[src/rtl/coh_bus_ctrl_pkg.sv]
// coh_bus_ctrl_pkg: shared types for the two-core snooping-bus controller
package coh_bus_ctrl_pkg;
    typedef enum logic [1:0] {I = 2'b00, S = 2'b01, M = 2'b10} block_state_t;
    typedef enum logic [1:0] {OP_RD, OP_WR, OP_INV} bus_op_t;
    typedef enum logic [2:0] {IDLE, SNOOP, INV, GRANT, RELEASE} bus_state_t;
endpackage

[src/rtl/coh_bus_ctrl_if.sv]
// coh_bus_ctrl_if: per-core request, snoop and grant signals between the cores and the bus controller
interface coh_bus_ctrl_if #(parameter int TAG_W = 11);
    logic [1:0]         read_miss, write_miss, invalidate, cpu_search_found;
    logic [3:0]         block_state;
    logic [2*TAG_W-1:0] BICO, BOCI;
    logic [1:0]         cpu_search, grant, cpu_datasel, invalidate_from_other_cpu;
    modport master (
        output read_miss, write_miss, invalidate, block_state, BICO, cpu_search_found,
        input  cpu_search, BOCI, grant, cpu_datasel, invalidate_from_other_cpu
    );
    modport slave (
        input  read_miss, write_miss, invalidate, block_state, BICO, cpu_search_found,
        output cpu_search, BOCI, grant, cpu_datasel, invalidate_from_other_cpu
    );
endinterface

[src/rtl/coh_bus_ctrl_rr_arb2.sv]
// coh_bus_ctrl_rr_arb2: two-input round-robin arbiter; a tie goes to the core not granted last
module coh_bus_ctrl_rr_arb2 (
    input  logic       clk,
    input  logic       rst,
    input  logic [1:0] req,
    input  logic       upd,
    input  logic       gnt_id,
    output logic       sel,
    output logic       valid
);
    logic last_gnt_q, last_gnt_d;
    always_comb begin
        last_gnt_d = upd ? gnt_id : last_gnt_q;
        sel        = &req ? ~last_gnt_q : req[1];
        valid      = |req;
    end
    always_ff @(posedge clk) last_gnt_q <= rst ? 1'b1 : last_gnt_d;
endmodule

[src/rtl/coh_bus_ctrl.sv]
// coh_bus_ctrl: two-core snooping-bus controller, one coherence transaction in flight at a time
module coh_bus_ctrl
    import coh_bus_ctrl_pkg::*;
#(
    parameter int TAG_W        = 11,
    parameter int SNOOP_CYCLES = 2
) (
    input logic           clk,
    input logic           rst,
    coh_bus_ctrl_if.slave bus
);
    localparam int CNT_W = $clog2(SNOOP_CYCLES + 1);
    localparam logic [CNT_W-1:0] CNT_LAST = CNT_W'(SNOOP_CYCLES - 1);
    bus_state_t       state_q, state_d;
    bus_op_t          op_q, op_d;
    logic             req_id_q, req_id_d, found_q, found_d;
    logic [TAG_W-1:0] tag_q, tag_d;
    logic [CNT_W-1:0] count_q, count_d;
    logic [1:0]       req, oth;
    logic             sel, valid, found_o;
    block_state_t     sel_bs;
    assign req     = bus.read_miss | bus.write_miss | bus.invalidate;
    assign oth     = req_id_q ? 2'b01 : 2'b10;
    assign found_o = |(bus.cpu_search_found & oth);
    assign sel_bs  = block_state_t'(sel ? bus.block_state[3:2] : bus.block_state[1:0]);
    coh_bus_ctrl_rr_arb2 u_arb (
        .clk    (clk),
        .rst    (rst),
        .req    (req),
        .upd    (state_q == GRANT),
        .gnt_id (req_id_q),
        .sel    (sel),
        .valid  (valid)
    );
    always_comb begin
        state_d  = state_q;
        op_d     = op_q;
        req_id_d = req_id_q;
        found_d  = found_q;
        tag_d    = tag_q;
        count_d  = count_q;
        case (state_q)
            IDLE: if (valid) begin
                req_id_d = sel;
                op_d     = bus.write_miss[sel] ? OP_WR : bus.read_miss[sel] ? OP_RD : OP_INV;
                tag_d    = sel ? bus.BICO[2*TAG_W-1:TAG_W] : bus.BICO[TAG_W-1:0];
                state_d  = op_d != OP_INV ? SNOOP : sel_bs == M ? GRANT : INV;
            end
            SNOOP: begin
                count_d = count_q + CNT_W'(1);
                if (found_o || count_q == CNT_LAST) begin
                    found_d = found_o;
                    count_d = '0;
                    state_d = op_q == OP_RD ? GRANT : INV;
                end
            end
            INV:   state_d = GRANT;
            GRANT: state_d = RELEASE;
            RELEASE: if (!(|(req & ~oth))) begin
                state_d = IDLE;
                found_d = 1'b0;
            end
            default: state_d = IDLE;
        endcase
    end
    // outputs are pure decodes of the registered transaction so nothing glitches toward the cores
    assign bus.cpu_search                = state_q == SNOOP ? oth : 2'b00;
    assign bus.invalidate_from_other_cpu = state_q == INV ? oth : 2'b00;
    assign bus.grant                     = state_q == GRANT ? ~oth : 2'b00;
    assign bus.cpu_datasel               = (state_q == GRANT && found_q) ? ~oth : 2'b00;
    assign bus.BOCI = (state_q == SNOOP || state_q == INV)
                    ? (req_id_q ? {{TAG_W{1'b0}}, tag_q} : {tag_q, {TAG_W{1'b0}}}) : '0;
    always_ff @(posedge clk) begin
        if (rst) begin
            state_q  <= IDLE;
            op_q     <= OP_RD;
            req_id_q <= 1'b0;
            found_q  <= 1'b0;
            tag_q    <= '0;
            count_q  <= '0;
        end else begin
            state_q  <= state_d;
            op_q     <= op_d;
            req_id_q <= req_id_d;
            found_q  <= found_d;
            tag_q    <= tag_d;
            count_q  <= count_d;
        end
    end
endmodule

[src/flat_wrapper.sv]
// flat-port wrapper written by rule: the top's interface ports become plain ports
module coh_bus_ctrl_flat import coh_bus_ctrl_pkg::*;
#(
    parameter int TAG_W        = 11,
    parameter int SNOOP_CYCLES = 2
)
  (clk, rst, bus_read_miss, bus_write_miss, bus_invalidate, bus_block_state, bus_BICO, bus_cpu_search_found, bus_cpu_search, bus_BOCI, bus_grant, bus_cpu_datasel, bus_invalidate_from_other_cpu);
  coh_bus_ctrl_if #(.TAG_W(TAG_W)) bus_i ();
  input logic clk;
  input logic rst;
  input wire logic [$bits(bus_i.read_miss)-1:0] bus_read_miss;
  input wire logic [$bits(bus_i.write_miss)-1:0] bus_write_miss;
  input wire logic [$bits(bus_i.invalidate)-1:0] bus_invalidate;
  input wire logic [$bits(bus_i.block_state)-1:0] bus_block_state;
  input wire logic [$bits(bus_i.BICO)-1:0] bus_BICO;
  input wire logic [$bits(bus_i.cpu_search_found)-1:0] bus_cpu_search_found;
  output wire logic [$bits(bus_i.cpu_search)-1:0] bus_cpu_search;
  output wire logic [$bits(bus_i.BOCI)-1:0] bus_BOCI;
  output wire logic [$bits(bus_i.grant)-1:0] bus_grant;
  output wire logic [$bits(bus_i.cpu_datasel)-1:0] bus_cpu_datasel;
  output wire logic [$bits(bus_i.invalidate_from_other_cpu)-1:0] bus_invalidate_from_other_cpu;
  assign bus_i.read_miss = bus_read_miss;
  assign bus_i.write_miss = bus_write_miss;
  assign bus_i.invalidate = bus_invalidate;
  assign bus_i.block_state = bus_block_state;
  assign bus_i.BICO = bus_BICO;
  assign bus_i.cpu_search_found = bus_cpu_search_found;
  assign bus_cpu_search = bus_i.cpu_search;
  assign bus_BOCI = bus_i.BOCI;
  assign bus_grant = bus_i.grant;
  assign bus_cpu_datasel = bus_i.cpu_datasel;
  assign bus_invalidate_from_other_cpu = bus_i.invalidate_from_other_cpu;
  coh_bus_ctrl #(.TAG_W(TAG_W), .SNOOP_CYCLES(SNOOP_CYCLES)) u_core (.clk(clk), .rst(rst), .bus(bus_i));
endmodule
[config.mk]
export PLATFORM = sky130hd
export DESIGN_NAME = coh_bus_ctrl_flat
export DESIGN_NICKNAME = d
export VERILOG_FILES = /design/src/rtl/coh_bus_ctrl_pkg.sv /design/src/rtl/coh_bus_ctrl_if.sv /design/src/rtl/coh_bus_ctrl_rr_arb2.sv /design/src/rtl/coh_bus_ctrl.sv /design/src/flat_wrapper.sv
export SDC_FILE = /design/constraint.sdc
export NUM_CORES = 1
export LEC_CHECK = 0
export ABC_AREA = 1
export CELL_PAD_IN_SITES_DETAIL_PLACEMENT = 2
export CELL_PAD_IN_SITES_GLOBAL_PLACEMENT = 2
export CORE_UTILIZATION = 23
export DETAILED_ROUTE_END_ITERATION = 12
export PLACE_DENSITY_LB_ADDON = 0.1
export SLEW_MARGIN = 40
export SYNTH_ARGS = -nofsm -noshare
export SYNTH_HDL_FRONTEND = slang
export SYNTH_SLANG_ARGS = --single-unit
[constraint.sdc]
create_clock -name clk -period 3 [get_ports clk]
set_input_delay 0.3 -clock clk [delete_from_list [all_inputs] [get_ports clk]]
set_output_delay 0.3 -clock clk [all_outputs]
set_load 0.01 [all_outputs]
==> key figures, run 1 <==
Critical path
  – Crit Path Category: flip-flop to output pin
  – CP Launch Type: flip-flop
  – Crit path max fanout: 23
  – CP arrival: 2.19 ns
  – Element type at the critical path end: output pin
  – CP required: 2.70 ns

Routing
  – TritonRoute pass-1 iters: 4
  – DRC: 0
  – Vias: 1,525
  – DR WL/cell: 13.7 µm
  – Routed WL: 4590 µm
  – DR vias/cell: 4.55
  – Iter 0 DRT Violations: 40
  – Post-route ant nets: 0

Clocking
  – TritonCTS clock tree: built
  – Htree depth: 1
  – Resized cells post-CTS: 0
  – Worst-case clock buffer depth: 2
  – Skew-Pair Late Insertion Delay: 0.26 ns
  – Clk slew on worst S/H paths: 0.08 ns
  – Num CTS Buffers: 3
  – CTS sink cnt: 21
  – Post-CTS Repair Setup Buffers: 0
  – Clock Tree Root: clkbuf_8
  – Cts hold-fix bufs: 0

Floorplan
  – I/O pin count: 66
  – Row cnt: 28
  – Die span in x: 80.8 µm
  – Die Y: 80.8 µm
  – Initial core utilization: 24.0%
  – Core Area: 0.00596 mm²
  – Die area: 0.00653 mm²

Placement
  – IO Port Bufs: 65
  – Final GP Congestion: 0.705
  – Detail Placement HPWL: 3500 µm

Synth
  – Largest cells by area after synthesis: dfxtp_1 29%, nor3_2 14%, nand2_1 9.7%
  – Mean area per synthesized cell: 7.14 µm²
  – Top-area cell type share of the netlist area: 29.4%
  – Register area share after synthesis: 29.4%
  – Mapped Nets: 237
  – #FFs+latches synth: 21
  – Post-Synthesis Cells: 200
  – Post-Synthesis Cell Area: 0.00143 mm²
  – Synth warnings: 0
  – Post-synth EDFFs: 0
  – Yosys top cell by area: dfxtp_1
  – Most numerous cell in the Yosys netlist: nand2_1
  – Async SR Flop Fraction: 0%
  – Synth top cells by count: 37 x nand2_1, 23 x inv_1, 21 x dfxtp_1
  – Top FF cell, synth: dfxtp_1
  – Synth cell types: 28

Layout
  – Synth-to-layout area growth: 50.7%
  – Net count, final: 298
  – Share of layout cells above drive strength 1: 17.7%
  – Fill cell count: 725
  – Diodes inserted: 0

Min path
  – Worst min-delay path class: flip-flop to flip-flop

Run status
  – Outcome: completed

STA
  – Fin. Hold Viols: 0
  – Crit share post-route: 83.1%
  – Fin Clk Skew: 0.00298 ns
  – Worst rel slew slack: 59.5%
  – F_max: 0.401 GHz
  – Worst slew pin tran: 0.606 ns
  – TNS Setup: 0 ns
  – RSZ-0062 raised after global routing: no
  – Final Critical Period: 2.49 ns
  – WHS: 0.496 ns
  – Setup violators final: 0
  – Count of final max-slew check failures: 0

GRT
  – Initial antenna violation count: 0
  – GRT Util Overall: 15.1%
  – Vias in the first global route: 1,552
  – Remaining global-route overflow: 0
  – Largest net degree at the start of global routing: 29
  – Global-route wire length before repair: 7530 µm

Power and ir drop
  – Cell leakage power: 0.808 nW
  – VDD IR-drop max: 0.468 mV
  – PwrDens: 818 mW/mm²

Job
  – Max cap viols: 0
## through the flow
stage | worst slack, ns | utilization (%) | instance area, µm² | instances | total power, mW
after floorplan | 1.52 | - | 1430 | 200 | 1.28
after global placement | 0.842 | 35.4 | 2110 | 331 | 1.58
after detailed placement | 0.769 | 35.4 | 2110 | 331 | 1.60
after CTS | 0.468 | 36.2 | 2150 | 335 | 1.80
after global routing | 0.304 | 36.2 | 2150 | 335 | 1.93
final | 0.507 | 36.2 | 2150 | 335 | 1.76
## flip-flops by register name, summed over array words and instances (netlist names)
register	count
u_core.tag_q	11
u_core.found_q	1
u_core.op_q	2
u_core.req_id_q	1
u_core.state_q	3
u_core.count_q	2
u_core.u_arb.last_gnt_q	1
## layer usage
metal / global-route usage, % / routed length [µm] / part of all wire, %
met1: 19.5 / 2140 / 47
met2: 26.3 / 2270 / 49
met3: 1.46 / 132 / 2.9
met4: 4.82 / 44 / 0.96
met5: 0 / 0 / 0
## worst max-delay path: stages (launching register included)
cell and delay (ns):
dfxtp_1 0.39, nor3_4 0.38, inv_2 0.10, nand2_2 0.07, inv_2 0.21, nor3_1 0.21
clkdlybuf4s50_1 0.56
## logic make-up after synthesis
| group | after synthesis | synth area share, % |
|---|---|---|
| fa+ha+maj | 1 | 0.876 |
| flops | 21 | 29.4 |
| buf+inv | 41 | 13.3 |
| compound gates | 43 | 17.3 |
| simple gates | 94 | 39.1 |
## area by class of cell
class / count / area [µm²] / share of cell area, %
Inverter: 31 / 116 / 5.40
Multi-Input combinational cell: 138 / 818 / 38.0
Sequential cell: 21 / 420 / 19.5
Timing Repair Buffer: 66 / 658 / 30.6
Clock buffer: 3 / 41.3 / 1.92
Tap cell: 75 / 93.8 / 4.36
Clock inverter: 1 / 5.00 / 0.232
## cells in the final DEF, fill, tap and decap left out
| cell type | instances |
|---|---|
| nand2_2 | 6 |
| nor2_8 | 1 |
| a211oi_1 | 1 |
| nor3_2 | 20 |
| inv_1 | 23 |
| dfxtp_1 | 21 |
| a21oi_1 | 11 |
| clkbuf_8 | 3 |
| nor2_1 | 16 |
| a21oi_2 | 1 |
| nor2_4 | 2 |
| clkinv_2 | 1 |
| o211ai_1 | 1 |
| clkdlybuf4s50_1 | 65 |
| nor3_4 | 1 |
| a31oi_1 | 12 |
| nand2_1 | 37 |
| buf_4 | 1 |
| o21ai_1 | 8 |
| nand3b_1 | 1 |
| ha_1 | 1 |
| o211ai_2 | 1 |
| inv_2 | 8 |
| nor3_1 | 5 |
| nand2_4 | 1 |
| nand3_1 | 4 |
| o21ai_0 | 8 |
## power breakdown
group / switching [mW] / total (mW) / internal (mW) / leakage [nW]
clock network: 0.0989 / 0.192 / 0.0927 / 0.0255
registers: 0.0837 / 0.484 / 0.400 / 0.174
logic: 0.690 / 1.09 / 0.396 / 0.609
total: 0.872 / 1.76 / 0.889 / 0.808
## worst paths after layout
check,endpoint,start,slack (ns),depth (start not counted)
max,bus_BOCI[0],u_core.state_q[2]$_SDFFE_PP0P_,0.51,6
min,u_core.count_q[1]$_SDFFE_PP0P_,u_core.count_q[1]$_SDFFE_PP0P_,0.50,2
max reg2reg,u_core.state_q[0]$_SDFFE_PP0P_,u_core.req_id_q$_SDFFE_PP0P_,1.22,9
min reg2reg,u_core.count_q[1]$_SDFFE_PP0P_,u_core.count_q[1]$_SDFFE_PP0P_,0.50,2
Note: power is estimated with default switching activity, not from simulation.
==> run 2, diff against run 1 <==
--- a/config.mk
+++ b/config.mk
@@ -8,7 +8,7 @@
 export ABC_AREA = 1
 export CELL_PAD_IN_SITES_DETAIL_PLACEMENT = 2
 export CELL_PAD_IN_SITES_GLOBAL_PLACEMENT = 2
-export CORE_UTILIZATION = 23
+export CORE_UTILIZATION = 21
 export DETAILED_ROUTE_END_ITERATION = 12
 export PLACE_DENSITY_LB_ADDON = 0.1
 export SLEW_MARGIN = 40
==> constraint.sdc (replaced) <==
create_clock -name clk -period 2.5 [get_ports clk]
set_input_delay 0.25 -clock clk [delete_from_list [all_inputs] [get_ports clk]]
set_output_delay 0.25 -clock clk [all_outputs]
set_load 0.01 [all_outputs]
==> key figures, run 2 (same netlist as run 1, synthesis figures left out) <==
Clocking
  – Clock Tree Root: clkbuf_8 (unchanged)
  – Clk slew on worst S/H paths: 0.09 ns (was 0.08 ns)
  – CTS sink cnt: 21 (unchanged)
  – TritonCTS clock tree: built (unchanged)
  – Htree depth: 1 (unchanged)
  – Skew-Pair Late Insertion Delay: 0.27 ns (was 0.26 ns)
  – Worst-case clock buffer depth: 2 (unchanged)
  – Num CTS Buffers: 3 (unchanged)

Layout
  – Top reg by flops: u_core.tag_q (unchanged)
  – Commonest non-fill, non-tap cells in the layout: 65 x clkdlybuf4s50_1, 37 x nand2_1, 23 x inv_1, 21 x nor3_2, 21 x dfxtp_1 (was 65 x clkdlybuf4s50_1, 37 x nand2_1, 23 x inv_1, 21 x dfxtp_1, 20 x nor3_2)
  – Largest registers: u_core.tag_q x11, u_core.state_q x3 (unchanged)
  – Max reg flops: 11 (unchanged)
  – Non-filler cells, final: 340 (was 335)
  – Net count, final: 301 (was 298)
  – Fill cell count: 767 (was 725)
  – Share of layout cells above drive strength 1: 19.0% (was 17.7%)
  – Final Instance Area: 0.00219 mm² (was 0.00215 mm²)
  – Synth-to-layout area growth: 53.0% (was 50.7%)
  – Diodes inserted: 0 (unchanged)
  – Most common cell after layout, fill and taps aside: clkdlybuf4s50_1 (unchanged)

Critical path
  – CP Launch Type: flip-flop (unchanged)
  – Crit Path Category: flip-flop to output pin (unchanged)
  – Crit path max fanout: 23 (unchanged)
  – Element type at the critical path end: output pin (unchanged)
  – Critical-path top delay cell: clkdlybuf4s50_1 (unchanged)
  – CP most frequent cell: inv_2 (unchanged)
  – CP arrival: 2.01 ns (was 2.19 ns)
  – CP max stage delay: 0.56 ns (about the same)
  – CP required: 2.25 ns (was 2.70 ns)
  – CP Cell Sequence: inv_2, nor3_4, inv_2, nand2_2, inv_4, nor3_2, clkdlybuf4s50_1 (was nor3_4, inv_2, nand2_2, inv_2, nor3_1, clkdlybuf4s50_1)

Placement
  – Final GP Congestion: 0.712 (was 0.705)
  – Detail Placement HPWL: 3600 µm (was 3500 µm)
  – IO Port Bufs: 65 (unchanged)
  – Dpl cells: 334 (was 331)
  – Pre-CTS WS: 0.320 ns (was 0.769 ns)
  – Placed Area: 0.00212 mm² (was 0.00211 mm²)

GRT
  – Initial antenna violation count: 0 (unchanged)
  – GRT Util Overall: 13.8% (was 15.1%)
  – Vias in the first global route: 1,591 (was 1,552)
  – Largest net degree at the start of global routing: 29 (unchanged)
  – Global-route wire length before repair: 7820 µm (was 7530 µm)
  – Remaining global-route overflow: 0 (unchanged)

Floorplan
  – Row cnt: 29 (was 28)
  – Initial core utilization: 22.1% (was 24.0%)
  – I/O pin count: 66 (unchanged)
  – Die Y: 84.5 µm (was 80.8 µm)
  – Core Area: 0.00646 mm² (was 0.00596 mm²)
  – Die area: 0.00714 mm² (was 0.00653 mm²)
  – Die span in x: 84.5 µm (was 80.8 µm)

Run status
  – Failing checks: design-rule violations
  – Outcome: finished, violations left (was completed)

Job
  – Max cap viols: 0 (unchanged)

Routing
  – DR WL/cell: 14.0 µm (was 13.7 µm)
  – Post-route ant nets: 0 (unchanged)
  – TritonRoute pass-1 iters: 10 (was 4)
  – Iter 0 DRT Violations: 35 (was 40)
  – Vias: 1,544 (was 1,525)
  – DR vias/cell: 4.54 (was 4.55)
  – Routed WL: 4770 µm (was 4590 µm)
  – DRC: 4 (was 0)

STA
  – TNS Setup: 0 ns (unchanged)
  – WHS: 0.497 ns (was 0.496 ns)
  – RSZ-0062 raised after global routing: no (unchanged)
  – Count of final max-slew check failures: 0 (unchanged)
  – Final Critical Period: 2.26 ns
  – Fin Clk Skew: 0.00706 ns (was 0.00298 ns)
  – Setup WS post-layout: 0.243 ns (was 0.507 ns)
  – Worst slew pin tran: 0.508 ns (was 0.606 ns)
  – Fin. Hold Viols: 0 (unchanged)
  – Crit share post-route: 90.3%
  – Worst rel slew slack: 66.1% (was 59.5%)
  – F_max: 0.443 GHz
  – Setup violators final: 0 (unchanged)

Power and ir drop
  – VDD IR-drop max: 0.380 mV (was 0.468 mV)
  – PwrDens: 990 mW/mm² (was 818 mW/mm²)
  – Cell leakage power: 0.828 nW (was 0.808 nW)

Min path
  – Worst min-delay path class: flip-flop to flip-flop (unchanged)
## run 2: power by group
group	switching [mW]	internal (mW)	leakage [nW]
Combinational	0.853	0.512	0.629
Sequential	0.0842	0.480	0.174
Clock	0.123	0.111	0.0255
## run 2: layout make-up
cell class / count / area (µm²) / share of cell area, %
flip-flops and latches: 21 / 420 / 19.2
inverters: 31 / 119 / 5.44
clock buffers: 3 / 41.3 / 1.89
repair buffers: 69 / 681 / 31.1
clock inverters: 1 / 5.00 / 0.229
well taps: 77 / 96.3 / 4.41
multi-input cells: 138 / 823 / 37.7
## run 2: through the flow
stage	power, mW	util, %
after floorplan	1.53	-
after global placement	1.90	32.8
after detailed placement	1.92	32.8
after CTS	2.18	33.6
after global routing	2.36	33.8
final	2.16	33.8
## run 2: routing by layer
metal	vias to the layer above	GRT usage, %	part of all wire, %
met5	-	0	0
met4	0	3.24	0.92
met3	5	2.06	3.4
met2	34	23.1	47
met1	725	18.6	49
li1	780	-	-
## run 2: critical path, delay by kind of cell, from the launching register on
kind                   cells  cell delay [ns]
buffers and inverters      4             0.86
DFF                        1             0.37
and+or+nand+nor            3             0.50
## run 2: worst paths after layout
kind | slack (ns) | start | to | cells past startpoint
worst min-delay path | 0.50 | u_core.count_q[0]$_SDFFE_PP0P_ | u_core.count_q[0]$_SDFFE_PP0P_ | 1
worst max register to register | 0.97 | u_core.req_id_q$_SDFFE_PP0P_ | u_core.state_q[0]$_SDFFE_PP0P_ | 9
worst max-delay path | 0.24 | u_core.state_q[0]$_SDFFE_PP0P_ | bus_BOCI[7] | 7
worst min register to register | 0.50 | u_core.count_q[0]$_SDFFE_PP0P_ | u_core.count_q[0]$_SDFFE_PP0P_ | 1
## run 2: timing repair
| item | in CTS | in global routing |
|---|---|---|
| gates resized for setup | 1 | 2 |
| pin swaps | 0 | 1 |
| buffers inserted | 0 | 2 |
| hold buffers | 0 | 0 |
| endpoints found under the setup margin | 3 | 22 |
==> run 3, diff against run 2 <==
--- a/config.mk
+++ b/config.mk
@@ -8,8 +8,9 @@
 export ABC_AREA = 1
 export CELL_PAD_IN_SITES_DETAIL_PLACEMENT = 2
 export CELL_PAD_IN_SITES_GLOBAL_PLACEMENT = 2
-export CORE_UTILIZATION = 21
+export CORE_UTILIZATION = 32
 export DETAILED_ROUTE_END_ITERATION = 12
+export DONT_BUFFER_PORTS = 1
 export PLACE_DENSITY_LB_ADDON = 0.1
 export SLEW_MARGIN = 40
 export SYNTH_ARGS = -nofsm -noshare
==> key figures, run 3 (same netlist as run 1, synthesis figures left out) <==
Run status
  – Outcome: completed (was finished, violations left)

Critical path
  – Worst r2r src: u_core.req_id_q$_SDFFE_PP0P_ (unchanged)
  – Critical Path Start: u_core.state_q[1]$_SDFFE_PP0P_ (was u_core.state_q[0]$_SDFFE_PP0P_)
  – CP Launch Type: flip-flop (unchanged)
  – Crit Path Category: flip-flop to output pin (unchanged)
  – CP arrival: 1.79 ns (was 2.01 ns)
  – Crit path max fanout: 23 (unchanged)
  – Element type at the critical path end: output pin (unchanged)
  – CP required: 2.25 ns (about the same)

Placement
  – Detail Placement HPWL: 3260 µm (was 3600 µm)
  – Final GP Congestion: 0.727 (was 0.712)
  – IO Port Bufs: 0 (was 65)
  – Placed Area: 0.00144 mm² (was 0.00212 mm²)
  – Pre-CTS WS: 0.735 ns (was 0.320 ns)
  – Dpl cells: 243 (was 334)

GRT
  – Grt peak-use layer: met2 (unchanged)
  – GRT Util Overall: 19.3% (was 13.8%)
  – Global-route wire length before repair: 6600 µm (was 7820 µm)
  – Remaining global-route overflow: 0 (unchanged)
  – M2 GR Usage: 34.4% (was 23.1%)
  – Met3 GRT Util: 5.26% (was 2.06%)
  – Initial antenna violation count: 0 (unchanged)
  – Vias in the first global route: 1,393 (was 1,591)
  – Met1 Use GR: 23.0% (was 18.6%)
  – Largest net degree at the start of global routing: 29 (unchanged)

Power and ir drop
  – PwrDens: 1270 mW/mm² (was 990 mW/mm²)
  – Cell leakage power: 0.576 nW (was 0.828 nW)
  – Reg power frac: 30.1% (was 26.1%)
  – Clock Power Share: 12.2% (was 10.8%)
  – Sw Pwr: 1.00 mW (was 1.06 mW)
  – Comb pwr share: 57.7% (was 63.1%)
  – Pint: 880 µW (was 1.10 mW)
  – Switch share: 53.3% (was 49.0%)
  – VDD IR-drop max: 0.627 mV (was 0.380 mV)

Routing
  – DR WL/cell: 16.7 µm (was 14.0 µm)
  – TritonRoute pass-1 iters: 3 (was 10)
  – Iter 0 DRT Violations: 18 (was 35)
  – Post-route ant nets: 0 (unchanged)
  – Vias: 1,347 (was 1,544)
  – DRC: 0 (was 4)
  – DR vias/cell: 5.45 (was 4.54)
  – Routed WL: 4130 µm (was 4770 µm)

Layout
  – Net count, final: 235 (was 301)
  – Register Area: 420 µm² (unchanged)
  – Largest registers: u_core.tag_q x11, u_core.state_q x3 (unchanged)
  – Top reg by flops: u_core.tag_q (unchanged)
  – Commonest non-fill, non-tap cells in the layout: 37 x nand2_1, 23 x inv_1, 21 x dfxtp_1, 20 x nor3_2, 16 x nor2_1 (was 65 x clkdlybuf4s50_1, 37 x nand2_1, 23 x inv_1, 21 x nor3_2, 21 x dfxtp_1)
  – Max reg flops: 11 (unchanged)
  – Share of layout cells above drive strength 1: 23.9% (was 19.0%)
  – Synth-to-layout area growth: 3.94% (was 53.0%)
  – Non-filler cells, final: 247 (was 340)
  – Footprint of the multi-input gates: 818 µm² (was 823 µm²)
  – Final Instance Area: 0.00149 mm² (was 0.00219 mm²)
  – Fill cell count: 514 (was 767)
  – Most common cell after layout, fill and taps aside: nand2_1 (was clkdlybuf4s50_1)
  – Diodes inserted: 0 (unchanged)

STA
  – Count of final max-slew check failures: 0 (unchanged)
  – Crit share post-route: 81.8% (was 90.3%)
  – Worst slew pin tran: 0.570 ns (was 0.508 ns)
  – Fin Clk Skew: 0.00492 ns (was 0.00706 ns)
  – Fin. Hold Viols: 0 (unchanged)
  – F_max: 0.489 GHz (was 0.443 GHz)
  – Final Critical Period: 2.04 ns (was 2.26 ns)
  – RSZ-0062 raised after global routing: no (unchanged)
  – Setup WS post-layout: 0.456 ns (was 0.243 ns)
  – Setup violators final: 0 (unchanged)
  – TNS Setup: 0 ns (unchanged)
  – Worst rel slew slack: 61.9% (was 66.1%)

Floorplan
  – Die span in x: 68.8 µm (was 84.5 µm)
  – Die Y: 68.8 µm (was 84.5 µm)
  – I/O pin count: 66 (unchanged)
  – Die area: 0.00474 mm² (was 0.00714 mm²)
  – Core Area: 0.00414 mm² (was 0.00646 mm²)
  – Initial core utilization: 34.5% (was 22.1%)
  – Row cnt: 23 (was 29)

Clocking
  – Htree depth: 1 (unchanged)
  – TritonCTS clock tree: built (unchanged)
  – Post-CTS Repair Setup Buffers: 0 (unchanged)
  – Worst-case clock buffer depth: 2 (unchanged)
  – Num CTS Buffers: 3 (unchanged)
  – CTS sink cnt: 21 (unchanged)
  – Cts hold-fix bufs: 0 (unchanged)
  – Clock Tree Root: clkbuf_8 (unchanged)
  – Clk slew on worst S/H paths: 0.08 ns (was 0.09 ns)
  – Resized cells post-CTS: 0 (was 1)
  – Skew-Pair Late Insertion Delay: 0.26 ns (was 0.27 ns)

Min path
  – Hold_sp: rst (was u_core.count_q[0]$_SDFFE_PP0P_)
  – Worst min-delay path class: input pin to flip-flop (was flip-flop to flip-flop)

Job
  – Max cap viols: 0 (unchanged)
==> run 3: cell types whose count changed in the layout (fill, tap and decap cells not counted) <==
cell,change
clkdlybuf4s50_1,-65
buf_4,-1
clkbuf_1,+1
clkinv_2,-1
inv_2,+1
inv_4,-1
nor3_1,+1
nor3_2,-1
==> run 3: layout make-up <==
| class | instances | share of cell area [%] |
|---|---|---|
| clock buffer | 4 | 3.03 |
| inverter | 31 | 7.83 |
| multi-input combinational | 138 | 55.1 |
| sequential | 21 | 28.3 |
| tap | 50 | 4.21 |
| timing repair buffer | 3 | 1.52 |
==> run 3: worst paths after layout <==
path | depth (start not counted) | to | slack, ns
worst max-delay path | 6 | bus_BOCI[21] | 0.46
worst min-delay path | 1 | u_core.state_q[2]$_SDFFE_PP0P_ | 0.04
worst max register to register | 10 | u_core.state_q[0]$_SDFFE_PP0P_ | 0.80
worst min register to register | 1 | u_core.count_q[0]$_SDFFE_PP0P_ | 0.50
==> run 3: routing by layer <==
| metal | routed length [µm] | vias to the layer above |
|---|---|---|
| met5 | 0 | - |
| met4 | 25 | 0 |
| met3 | 225 | 2 |
| met2 | 2040 | 40 |
| met1 | 1840 | 655 |
| li1 | - | 650 |
==> run 3: power groups by stage <==
stage               Combinational (mW)  Sequential (mW)  Clock, mW
finish                            1.09            0.566      0.230
global route                      1.22            0.582      0.252
CTS                               1.11            0.569      0.237
detailed placement                1.11            0.576          0
global placement                  1.05            0.562          0
floorplan                        0.979            0.552          0
==> run 3: critical path, cell delays in order, from the launching register on <==
cell and delay, ns:
dfxtp_1 0.41, inv_2 0.07, nor3_1 0.28, inv_2 0.10, nand2_2 0.09, inv_2 0.20, nor3_1 0.36
==> run 3: stage by stage <==
step / util, % / hold slack [ns] / power [mW]
2_1_floorplan: - / 0.319 / 1.53
3_3_place_gp: 34.8 / 0.327 / 1.61
3_5_place_dp: 34.8 / 0.323 / 1.68
4_1_cts: 35.8 / 0.0360 / 1.92
5_1_grt: 35.8 / 0.0276 / 2.05
6_report: 35.8 / 0.0422 / 1.88
